File: src/rtl/bus_router_pkg.sv
// Shared types and helpers for the bus router: header field width,
// broadcast ID, FSM states and destination decode.
package bus_router_pkg;

    localparam int ID_W        = 8;
    localparam int MAX_PCKG_SZ = 64;
    localparam int MAX_DRVRS   = 16;

    localparam logic [ID_W-1:0] BCAST_ID_DEF = 8'hFF;

    typedef enum logic {
        IDLE = 1'b0,
        XFER = 1'b1
    } rtr_state_e;

    // Destination ID lives in the top ID_W bits of a sz-bit packet.
    function automatic logic [ID_W-1:0] pkt_dest(input logic [MAX_PCKG_SZ-1:0] pkt,
                                                 input int sz);
        return pkt[sz-1 -: ID_W];
    endfunction

    // One bit per destination FIFO. Invalid or self-addressed packets
    // yield an empty mask, which the router turns into a drop.
    function automatic logic [MAX_DRVRS-1:0] dest_mask(input logic [ID_W-1:0] dest,
                                                       input int src,
                                                       input int drvrs,
                                                       input logic [ID_W-1:0] bcast);
        logic [MAX_DRVRS-1:0] m;
        m = '0;
        if (dest == bcast) begin
            for (int j = 0; j < drvrs; j++) begin
                if (j != src) m[j] = 1'b1;
            end
        end else if (int'(dest) < drvrs && int'(dest) != src) begin
            m[dest[3:0]] = 1'b1;
        end
        return m;
    endfunction

endpackage

File: src/rtl/router_out_fifo.sv
// Per-device output FIFO: synchronous, show-ahead, head reads as zero
// while empty so out_data is clean during and after reset.
module router_out_fifo #(
    parameter int PCKG_SZ = 16,
    parameter int DEPTH   = 8
) (
    input  logic               clk,
    input  logic               reset,
    input  logic               wr_en,
    input  logic [PCKG_SZ-1:0] wr_data,
    input  logic               rd_en,
    output logic [PCKG_SZ-1:0] rd_data,
    output logic               empty,
    output logic               full
);
    localparam int AW = $clog2(DEPTH);
    localparam int CW = AW + 1;

    logic [PCKG_SZ-1:0] mem_q [DEPTH];
    logic [PCKG_SZ-1:0] mem_d [DEPTH];
    logic [AW-1:0]      wr_ptr_q, wr_ptr_d;
    logic [AW-1:0]      rd_ptr_q, rd_ptr_d;
    logic [CW-1:0]      count_q, count_d;
    logic               wr_go, rd_go;

    assign empty   = (count_q == '0);
    assign full    = (count_q == CW'(DEPTH));
    assign rd_data = empty ? '0 : mem_q[rd_ptr_q];

    // Next-state for storage, pointers (wrap naturally, DEPTH is 2^n) and count.
    always_comb begin
        mem_d    = mem_q;
        wr_ptr_d = wr_ptr_q;
        rd_ptr_d = rd_ptr_q;
        count_d  = count_q;
        wr_go    = wr_en && !full;
        rd_go    = rd_en && !empty;
        if (wr_go) begin
            mem_d[wr_ptr_q] = wr_data;
            wr_ptr_d        = wr_ptr_q + 1'b1;
        end
        if (rd_go) rd_ptr_d = rd_ptr_q + 1'b1;
        case ({wr_go, rd_go})
            2'b10:   count_d = count_q + 1'b1;
            2'b01:   count_d = count_q - 1'b1;
            default: count_d = count_q;
        endcase
    end

    // State registers, cleared asynchronously.
    always_ff @(posedge clk or negedge reset) begin
        if (!reset) begin
            for (int i = 0; i < DEPTH; i++) mem_q[i] <= '0;
            wr_ptr_q <= '0;
            rd_ptr_q <= '0;
            count_q  <= '0;
        end else begin
            mem_q    <= mem_d;
            wr_ptr_q <= wr_ptr_d;
            rd_ptr_q <= rd_ptr_d;
            count_q  <= count_d;
        end
    end

endmodule

File: src/rtl/bus_router_fifo.sv
// Central router: round-robin pops one pending device packet, decodes its
// destination, and writes it into one (unicast) or all-but-source
// (broadcast) output FIFOs on the following cycle.
module bus_router_fifo
    import bus_router_pkg::*;
#(
    parameter int              PCKG_SZ  = 16,
    parameter int              DRVRS    = 4,
    parameter int              DEPTH    = 8,
    parameter logic [ID_W-1:0] BCAST_ID = BCAST_ID_DEF
) (
    input  logic                            clk,
    input  logic                            reset,
    input  logic [DRVRS-1:0]                in_pndng,
    input  logic [DRVRS-1:0][PCKG_SZ-1:0]   in_data,
    output logic [DRVRS-1:0]                in_pop,
    output logic [DRVRS-1:0]                out_pndng,
    output logic [DRVRS-1:0][PCKG_SZ-1:0]   out_data,
    input  logic [DRVRS-1:0]                out_pop,
    output logic [15:0]                     drop_cnt
);
    localparam int PTR_W = $clog2(DRVRS);

    rtr_state_e                     state_q, state_d;
    logic [PTR_W-1:0]               rr_ptr_q, rr_ptr_d;
    logic [PCKG_SZ-1:0]             pkt_q, pkt_d;
    logic [DRVRS-1:0]               mask_q, mask_d;
    logic [15:0]                    drop_cnt_q, drop_cnt_d;

    logic [DRVRS-1:0][DRVRS-1:0]    src_mask;
    logic [DRVRS-1:0]               src_ok;
    logic [DRVRS-1:0]               grant;
    logic [DRVRS-1:0]               fifo_wr;
    logic [DRVRS-1:0]               fifo_full;
    logic [DRVRS-1:0]               fifo_empty;

    // Per-source decode and eligibility: every targeted FIFO must have room.
    // Empty masks (drops) are always eligible.
    always_comb begin
        src_mask = '0;
        src_ok   = '0;
        for (int s = 0; s < DRVRS; s++) begin
            src_mask[s] = DRVRS'(dest_mask(pkt_dest(MAX_PCKG_SZ'(in_data[s]), PCKG_SZ),
                                           s, DRVRS, BCAST_ID));
            src_ok[s]   = in_pndng[s] && ((src_mask[s] & fifo_full) == '0);
        end
    end

    // FSM next-state: IDLE grants the first eligible source from rr_ptr,
    // XFER commits the registered packet or counts a drop.
    always_comb begin
        int  idx;
        logic found;
        state_d    = state_q;
        rr_ptr_d   = rr_ptr_q;
        pkt_d      = pkt_q;
        mask_d     = mask_q;
        drop_cnt_d = drop_cnt_q;
        grant      = '0;
        fifo_wr    = '0;
        found      = 1'b0;
        idx        = 0;
        case (state_q)
            IDLE: begin
                for (int k = 0; k < DRVRS; k++) begin
                    idx = (int'(rr_ptr_q) + k) % DRVRS;
                    if (!found && src_ok[idx]) begin
                        found      = 1'b1;
                        grant[idx] = 1'b1;
                        pkt_d      = in_data[idx];
                        mask_d     = src_mask[idx];
                        rr_ptr_d   = PTR_W'((idx + 1) % DRVRS);
                        state_d    = XFER;
                    end
                end
            end
            XFER: begin
                fifo_wr = mask_q;
                if (mask_q == '0 && drop_cnt_q != 16'hFFFF) drop_cnt_d = drop_cnt_q + 16'd1;
                state_d = IDLE;
            end
            default: state_d = IDLE;
        endcase
    end

    // Control registers; reset also discards any captured packet.
    always_ff @(posedge clk or negedge reset) begin
        if (!reset) begin
            state_q    <= IDLE;
            rr_ptr_q   <= '0;
            pkt_q      <= '0;
            mask_q     <= '0;
            drop_cnt_q <= '0;
        end else begin
            state_q    <= state_d;
            rr_ptr_q   <= rr_ptr_d;
            pkt_q      <= pkt_d;
            mask_q     <= mask_d;
            drop_cnt_q <= drop_cnt_d;
        end
    end

    // Pop strobes are forced low while reset is held, even with pending input.
    assign in_pop    = grant & {DRVRS{reset}};
    assign out_pndng = ~fifo_empty;
    assign drop_cnt  = drop_cnt_q;

    for (genvar i = 0; i < DRVRS; i++) begin : g_fifo
        router_out_fifo #(
            .PCKG_SZ (PCKG_SZ),
            .DEPTH   (DEPTH)
        ) u_fifo (
            .clk     (clk),
            .reset   (reset),
            .wr_en   (fifo_wr[i]),
            .wr_data (pkt_q),
            .rd_en   (out_pop[i]),
            .rd_data (out_data[i]),
            .empty   (fifo_empty[i]),
            .full    (fifo_full[i])
        );
    end

endmodule

File: config.mk
export PLATFORM = sky130hd
export DESIGN_NAME = bus_router_fifo
export DESIGN_NICKNAME = d
export VERILOG_FILES = /design/src/rtl/bus_router_pkg.sv /design/src/rtl/router_out_fifo.sv /design/src/rtl/bus_router_fifo.sv
export SDC_FILE = /design/constraint.sdc
export NUM_CORES = 1
export LEC_CHECK = 0
export ABC_AREA = 1
export BUFFER_PORTS_ARGS = -buffer_cell sky130_fd_sc_hd__buf_2
export CELL_PAD_IN_SITES_DETAIL_PLACEMENT = 1
export CELL_PAD_IN_SITES_GLOBAL_PLACEMENT = 1
export CORE_ASPECT_RATIO = 0.9
export CORE_MARGIN = 1.5
export CORE_UTILIZATION = 34
export DETAILED_ROUTE_END_ITERATION = 10
export PLACE_DENSITY = 0.75
export SLEW_MARGIN = 0
export SYNTH_ARGS = -nofsm -noshare
export SYNTH_HDL_FRONTEND = slang
export SYNTH_SLANG_ARGS = --single-unit
File: constraint.sdc
create_clock -name clk -period 2.95 [get_ports clk]
set_input_delay 0.59 -clock clk [delete_from_list [all_inputs] [get_ports clk]]
set_output_delay 0.59 -clock clk [all_outputs]
set_load 0.01 [all_outputs]
# --- Yosys cells after proc, flatten, opt, wreduce, memory -nomap -nowiden ---
# Index checks and enable logic that the tools add are counted.
totals:
  regBits: 591
  latch_bits: 0
  ram_bits: 0
  mem_bits_ro: 0
  input_bits: 74
  out_inout_bits: 88
  elab_cells: 334
  mem_count: 0
classes:
  addsub: 23
  n_mul: 0
  n_div: 0
  n_lt_le_gt_ge: 32
  eq_ne: 20
  n_shift: 0
  n_mux: 126
  bitwise_logic: 21
  n_reduce_logical: 63
op_table:
  columns: ["operator", "count"]
  rows:
  - ["$bwmux W128", 4]
  - ["$mux W16", 27]
  - ["$bmux W16 S3", 4]
  - ["$demux W16 S3", 4]
  - ["$bmux W16 S2", 4]
  - ["$mux W4", 24]
  - ["$logic_not A4 Y1", 9]
  - ["$bmux W4 S2", 4]
  - ["$eq A8 B8 Y1 const B", 4]
  - ["$ge A4 B4 Y1 const B", 8]
  - ["$logic_and A1 B1 Y1", 32]
  - ["$lt A8 B3 Y1 const B", 4]
  - ["$not A3 Y4", 8]
  - ["$pmux W4 S2", 4]
  - ["$mux W1", 30]
  - ["$add A3 B1 Y3 const B", 8]
  - ["$and A4 B4 Y4", 5]
  - ["$lt A4 B5 Y1 const B", 4]
  - ["$add A16 B1 Y16 const B", 1]
  - ["$add A4 B1 Y4 const B", 4]
  - ["$demux W1 S4", 4]
  - ["$eq A4 B4 Y1 const B", 4]
  - ["$ge A4 B1 Y1 const B", 4]
  - ["$lt A4 B1 Y1 const B", 4]
  - ["other kinds (27)", 77]

# --- Logic depth before layout (Yosys ltp) ---
logic_depth:
  depth_word: 26
  depth_mapped: 20
  depth_no_buf: 19

# --- Modules after synthesis ---
# From an unflattened synthesis, not the netlist that was laid out.
unflattened:
  cells_unflattened: 3955
  area_unflattened_um2: 31063.5
by_module_without_submodules:
  columns: ["module", "n_inst", "cells_per_inst", "area_each_um2", "seq_area_each_um2"]
  rows:
  - ["router_out_fifo at g_fifo[0].u_fifo ...", 3, 762, 6467.5, 3453.3]
  - ["router_out_fifo at g_fifo[3].u_fifo", 1, 763, 6518.8, 3453.3]
  - ["bus_router_fifo", 1, 906, 5142.4, 975.9]

# --- Worst setup path before layout ---
# Ideal clock, no wire load.
synth_timing:
  path_type: "flip-flop to output port"
  startpoint: "register rr_ptr_q[1]"
  endpoint: "output port in_pop[1]"
  arrival_time_ps: 2720
  required_time_ps: 2360
  slack_ps: -360
  stages_incl_launch_ff: 14
  n_path_buf: 4
  cell_sequence: "dfrtp_1 -> inv_1 -> clkbuf_1 -> clkbuf_1 -> ha_1 -> inv_1 -> clkbuf_1 -> nand3_2 -> nand2_4 -> nand3_4 -> buf_2 -> nor2_1 -> nor2_1 -> a21oi_1"
synth_between:
  elab_chain_len: 17
  elab_cells_between_ends: 64
  cone_classes: "add/sub (3); order compare (8); mux (33); bitwise (7); reduce/logical (13)"
synth_rtl:
  columns: ["item", "line_no", "text"]
  rows:
  - ["start, declared", "bus_router_fifo.sv:25", "logic [PTR_W-1:0] rr_ptr_q, rr_ptr_d;"]
  - ["start signal, assigned", "bus_router_fifo.sv:96", "rr_ptr_q <= rr_ptr_d;"]
  - ["$add A2 B1 Y2 or $bmux W1 S2 (tied branches)", "bus_router_fifo.sv:66, bus_router_fifo.sv:67", null]
  - ["$reduce_or A2 Y1 (no source line) or $mux W1 (tied branches)", null, null]
  - ["$and A1 B1 Y1 (no source line) or $mux W1 (tied branches)", null, null]
  - ["$lt A3 B4 Y1 (not written as such), or another cell as far along", "bus_router_fifo.sv:69", "grant[idx] = 1'b1;"]
  - ["$logic_and A1 B1 Y1 (not written as such) or $logic_not A1 Y1 (tied branches)", "bus_router_fifo.sv:69, bus_router_fifo.sv:67", null]
  - ["$mux W1 (not written as such) or $logic_and A1 B1 Y1 (tied branches)", "bus_router_fifo.sv:69, bus_router_fifo.sv:67", null]
  - ["$demux W1 S2 or $mux W1 (tied branches)", "bus_router_fifo.sv:69, bus_router_fifo.sv:67", null]
  - ["$or A4 B4 Y4 (no source line) or $mux W1 (tied branches)", null, null]
  - ["$mux W4 or $logic_not A1 Y1 (tied branches)", "bus_router_fifo.sv:67", "if (!found && src_ok[idx]) begin"]
  - ["$mux W4 or $logic_and A1 B1 Y1 (tied branches)", "bus_router_fifo.sv:63, bus_router_fifo.sv:67", null]
  - ["$or A4 B4 Y4 (no source line) or $mux W1 (tied branches)", null, null]
  - ["$mux W4 or $mux W1 (tied branches)", "bus_router_fifo.sv:67, bus_router_fifo.sv:63", null]
  - ["$mux W4 or $logic_not A1 Y1 (tied branches)", "bus_router_fifo.sv:63, bus_router_fifo.sv:67", null]
  - ["$or A4 B4 Y4 (no source line) or $logic_and A1 B1 Y1 (tied branches)", null, null]
  - ["$mux W4 *", "bus_router_fifo.sv:67", null]
  - ["$mux W4 *", "bus_router_fifo.sv:63", "case (state_q)"]
  - ["$and A4 B4 Y4 *", "bus_router_fifo.sv:104", "assign in_pop = grant & {DRVRS{reset}};"]
  - ["end, declared", "bus_router_fifo.sv:16", "output logic [DRVRS-1:0] in_pop,"]
# Every way passes the cells marked *; elsewhere a longest branch is shown, timed or not. The select of a mux whose other input is x is not followed.

# --- Worst setup path after layout ---
layout_timing:
  startpoint: "register g_fifo[0].u_fifo.count_q[1]"
  endpoint: "output port in_pop[1]"
layout_between:
  elab_chain_len: 21
  elab_cells_between_ends: 48
  cone_classes: "eq/ne (1); mux (25); bitwise (8); reduce/logical (14)"
layout_rtl:
  columns: ["item", "line_no", "text"]
  rows:
  - ["start, declared", "router_out_fifo.sv:23", "logic [CW-1:0] count_q, count_d;"]
  - ["start signal, assigned", "router_out_fifo.sv:61", "count_q <= count_d;"]
  - ["$eq A4 B4 Y1 *", "router_out_fifo.sv:27", "assign full = (count_q == CW'(DEPTH));"]
  - ["$and A4 B4 Y4", "bus_router_fifo.sv:45", "src_ok[s] = in_pndng[s] && ((src_mask[s] & fifo_full) == '0);"]
  - ["$logic_not A4 Y1", "bus_router_fifo.sv:45", null]
  - ["$logic_and A1 B1 Y1", "bus_router_fifo.sv:45", null]
  - ["$bmux W1 S2", "bus_router_fifo.sv:67", null]
  - ["$mux W1 (not written as such)", "bus_router_fifo.sv:67", null]
  - ["$mux W1", "bus_router_fifo.sv:67", null]
  - ["$mux W1", "bus_router_fifo.sv:63", null]
  - ["[5 not listed]", null, null]
  - ["$logic_and A1 B1 Y1", "bus_router_fifo.sv:67", null]
  - ["$mux W1", "bus_router_fifo.sv:67", null]
  - ["$mux W1", "bus_router_fifo.sv:63", null]
  - ["$logic_not A1 Y1", "bus_router_fifo.sv:67", null]
  - ["$logic_and A1 B1 Y1", "bus_router_fifo.sv:67", null]
  - ["$mux W4 *", "bus_router_fifo.sv:67", null]
  - ["$mux W4 *", "bus_router_fifo.sv:63", null]
  - ["$and A4 B4 Y4 *", "bus_router_fifo.sv:104", null]
# Marks and branches as above.

==> impl_metrics.py <==
metrics = {
    "critical_path": {
        "r2r-end": "g_fifo[3].u_fifo.count_q[3]$_DFFE_PN0P_",
        "required_ps": 2360,
        "cp.arrival_ps": 2730,
        "rr_startpoint": "g_fifo[3].u_fifo.count_q[0]$_DFFE_PN0P_",
        "crit_chain": "inv_2 > nand2_4 > nor3_4 > buf_12 > buf_4 > a21oi_4 > nand3_4 > nand3_4 > nand2_4 > buf_12 > buf_4 > o22ai_2 > nor2_1 > a21oi_2 > buf_2",
        "worstPathMaxFanout": 7,
        "cp_slowest_cell": "dfrtp_1",
        "cp_num_buf_inv": 6,
        "worstSetupPathType": "flop to output pin",
        "cp.depth": 15,
        "end_kind": "output pin",
        "cp_top_family": "buffers and inverters",
        "ff2ff_setup_slack_ps": 130,
        "crit_path_start_kind": "flop",
        "slowest_delay_ps": 380,
        "worst-r2r-cell-count": 15,
    },
    "logic_synthesis": {
        "syn_inst": 3788,
        "async_flop_share": 1.00,
        "synthXorXnorAreaFrac": 0.0131,
        "synth_mux_area_frac": 0.00475,
        "ys_warn_count": 0,
        "synthSimpleGateAreaFrac": 0.209,
        "ys.flop_type": "dfrtp_1",
        "synth_compound_area_frac": 0.199,
        "yosys.area.top_type_share": 0.501,
        "synth_enable_flop_cells": 0,
        "synth-seq-cells": 591,
        "syn-num-nets": 3895,
        "seq_area_frac_synth": 0.501,
        "synth_top_family_by_area": "simple AND/OR/NAND/NOR gates",
        "synthTopCellsByArea": "dfrtp_1 50%, o21ai_0 17%, nand2_1 11%",
        "netlist_area_sq_um": 29500,
        "synth_top_area_cell": "dfrtp_1",
        "ys_types": 41,
        "synthAdderAreaFrac": 0.0150,
        "synth_area_per_cell_sq_um": 7.79,
    },
    "sta": {
        "fin_crit_ps": 3320,
        "whs_ps": 262,
        "fin_setup_tns_ps": -1440,
        "finalSetupViolCount": 5,
        "slew_headroom": 0.302,
        "timing.fmax_mhz": 301,
        "post-route-period-util": 1.12,
        "fin_ws_ps": -367,
        "tightest_slew_ps": 1050,
        "hold_violations": 0,
        "drv_slew": 0,
        "rsz0062_at_grt": "true",
        "clock_skew_ps": 26.1,
    },
    "status": {
        "status": "complete, but fails checks",
        "failed_checks": "setup timing",
    },
    "route": {
        "firstDrtPassIters": 5,
        "viasPerCell": 5.24,
        "ant_nets": 0,
        "postRouteWirelength_um": 97500,
        "detail_route.iter0.violations": 1870,
        "dr_total_vias": 26900,
        "drc": 0,
        "post_drt_wl_per_cell_um": 19.0,
    },
    "min_path": {
        "min_from": "out_pop[0]",
        "holdPathEnd": "g_fifo[0].u_fifo.rd_ptr_q[0]$_DFFE_PN0P_",
        "min_path_type": "primary input to flop",
        "holdPathStages": 3,
    },
    "global_route": {
        "gr-total-overflow": 0,
        "grt_usage": 0.220,
        "grt_pass1_vias": 27300,
        "grt_max_degree": 159,
        "grt_pass1_wl_um": 156000,
        "antenna_found_initial": 3,
    },
    "floorplanning": {
        "dieArea_sq_um": 88500,
        "die_y_um": 282,
        "ioPinCount": 162,
        "core_area_sq_um": 86000,
        "rows": 102,
        "die_x_um": 313,
        "initial_utilization": 0.343,
    },
    "pwr": {
        "finalPower_w": 0.0443,
        "peakVddDrop_v": 0.000550,
        "power.density_nw_per_um2": 1260,
        "p_leak_nw": 16.2,
    },
    "cts": {
        "path_clk_slew_ps": 60,
        "insertion_delay_ps": 620,
        "cts.sinks": 591,
        "clk_path_buf_depth": 3,
        "cts_buffers": 69,
        "cts_root_buf": "clkbuf_16",
        "htree_levels": 3,
        "cts_tree": "built",
    },
    "cells_and_area": {
        "multi_input_area_sq_um": 13400,
        "register_area_sq_um": 14800,
        "fin_util": 0.409,
        "nets": 4035,
        "instances_no_fill": 5122,
        "synthToLayoutAreaGrowth_pct": 19.2,
        "drive_above_1_share": 0.146,
        "fillers": 10500,
    },
    "flow_run": {
        "drv_cap": 0,
    },
    "placed_design": {
        "io_buffers": 161,
        "hpwl_um": 60800,
        "gp_congestion": 0.829,
        "dp.cells": 4957,
    },
}
-- how the worst max path moves through the flow --
stage / startpoint / endpoint / slack (ps)
2_1_floorplan: rr_ptr_q[1]$_DFFE_PN0P_ / in_pop[1] / 9
3_3_place_gp: in_data[13] / in_pop[2] / -60
3_5_place_dp: in_data[13] / in_pop[2] / -110
4_1_cts: g_fifo[3].u_fifo.count_q[1]$_DFFE_PN0P_ / in_pop[0] / -350
5_1_grt: g_fifo[0].u_fifo.count_q[1]$_DFFE_PN0P_ / in_pop[1] / -490
6_report: g_fifo[0].u_fifo.count_q[1]$_DFFE_PN0P_ / in_pop[1] / -370
-- placed cells by master, fill, tap and decap left out, drive strengths merged --
cell         count
o21ai          985
nand2          845
dfrtp          591
nor2           496
buf            361
inv            142
nand3          110
clkbuf         109
o22ai           66
a31oi           64
nand4           47
xor2            36
ha              29
nor3            15
mux2i           14
a21oi           12
clkinv          10
or2             10
clkinvlp         9
xnor2            8
a211oi           4
fa               4
nand3b           3
a21boi           2
diode            1
nor3b            1
nor4             1
a21o             1
bufinv           1
dlygate4sd3      1
-- area by class of cell --
cell class	instances	area share
sequential	591	0.421
multi-input combinational	2753	0.380
timing repair buffer	367	0.0811
clock buffer	104	0.0571
tap	1144	0.0407
inverter	146	0.0161
clock inverter	16	0.00423
antenna	1	0.0000712
-- layer usage --
metal,global-route usage,routed length (um),vias to the layer above
li1,-,-,12900
met1,0.310,46100,13300
met2,0.350,44900,528
met3,0.0305,3990,151
met4,0.0681,2520,0
met5,0,0,-
-- where the power goes --
part | switching, W | internal (W) | total, W
registers | 0.00195 | 0.0115 | 0.0135
clock network | 0.00349 | 0.00480 | 0.00829
logic | 0.0147 | 0.00785 | 0.0225
-- registers in the layout (all words and copies together) (netlist names) --
name,cells
g_fifo.u_fifo.rd_ptr_q,12
pkt_q,16
mask_q,4
rr_ptr_q,2
g_fifo.u_fifo.wr_ptr_q,12
g_fifo.u_fifo.count_q,16
state_q,1
drop_cnt,16
g_fifo.u_fifo.mem_q,512
-- synthesized netlist by cell type (2+ instances only) --
library cell	n
nand2_1	839
xnor2_1	8
clkbuf_1	271
nor2_2	2
a21oi_1	11
a31oi_1	64
inv_2	11
nand3_1	103
buf_1	4
nand3b_1	3
nor2_1	494
or2_1	4
xor2_1	36
o21ai_1	5
nand3_2	6
mux2i_1	14
or2_2	2
buf_6	2
ha_1	29
nand2_2	4
nor3_1	11
fa_1	4
o22ai_1	66
nor3_2	4
buf_2	16
nand2_4	2
dfrtp_1	591
inv_1	135
o21ai_0	980
buf_4	5
nand4_1	46
or2_0	4
a211oi_1	4
-- what timing repair did --
action,in CTS,in global routing
cloned,0,5
hold buffers,1,0
buffers inserted,36,9
resized for setup,76,83
endpoints found under the setup margin,39,42
pin swaps,23,27
hold endpoints to repair,14,0
-- cells by family after synthesis --
family,Yosys count
AND/OR/NAND/NOR,1528
AO/OA/AOI/OAI,1134
flip-flops,591
buffers and inverters,444
XOR/XNOR,44
adder cells (fa/ha/maj),33
multiplexers,14
-- worst register-to-register path: stages, from the launching register on --
cell and delay [ps]:
dfrtp_1 420, inv_2 80, nand2_4 80, nor3_4 50, buf_6 160, nor2_1 340
inv_1 110, ha_1 230, ha_1 360, nand2_1 90, nor2_1 40, a211oi_1 280
nor2_1 90, nor2_1 110, nand2_1 110, xor2_1 150
-- stage by stage --
stage | setup slack, ps | area (sq um)
final | -367 | 35200
after global routing | -491 | 35200
after CTS | -353 | 34800
after detailed placement | -114 | 32000
after global placement | -55.6 | 32000
after floorplan | 9.40 | 29500
No activity file was read; power rests on OpenSTA's default activity.
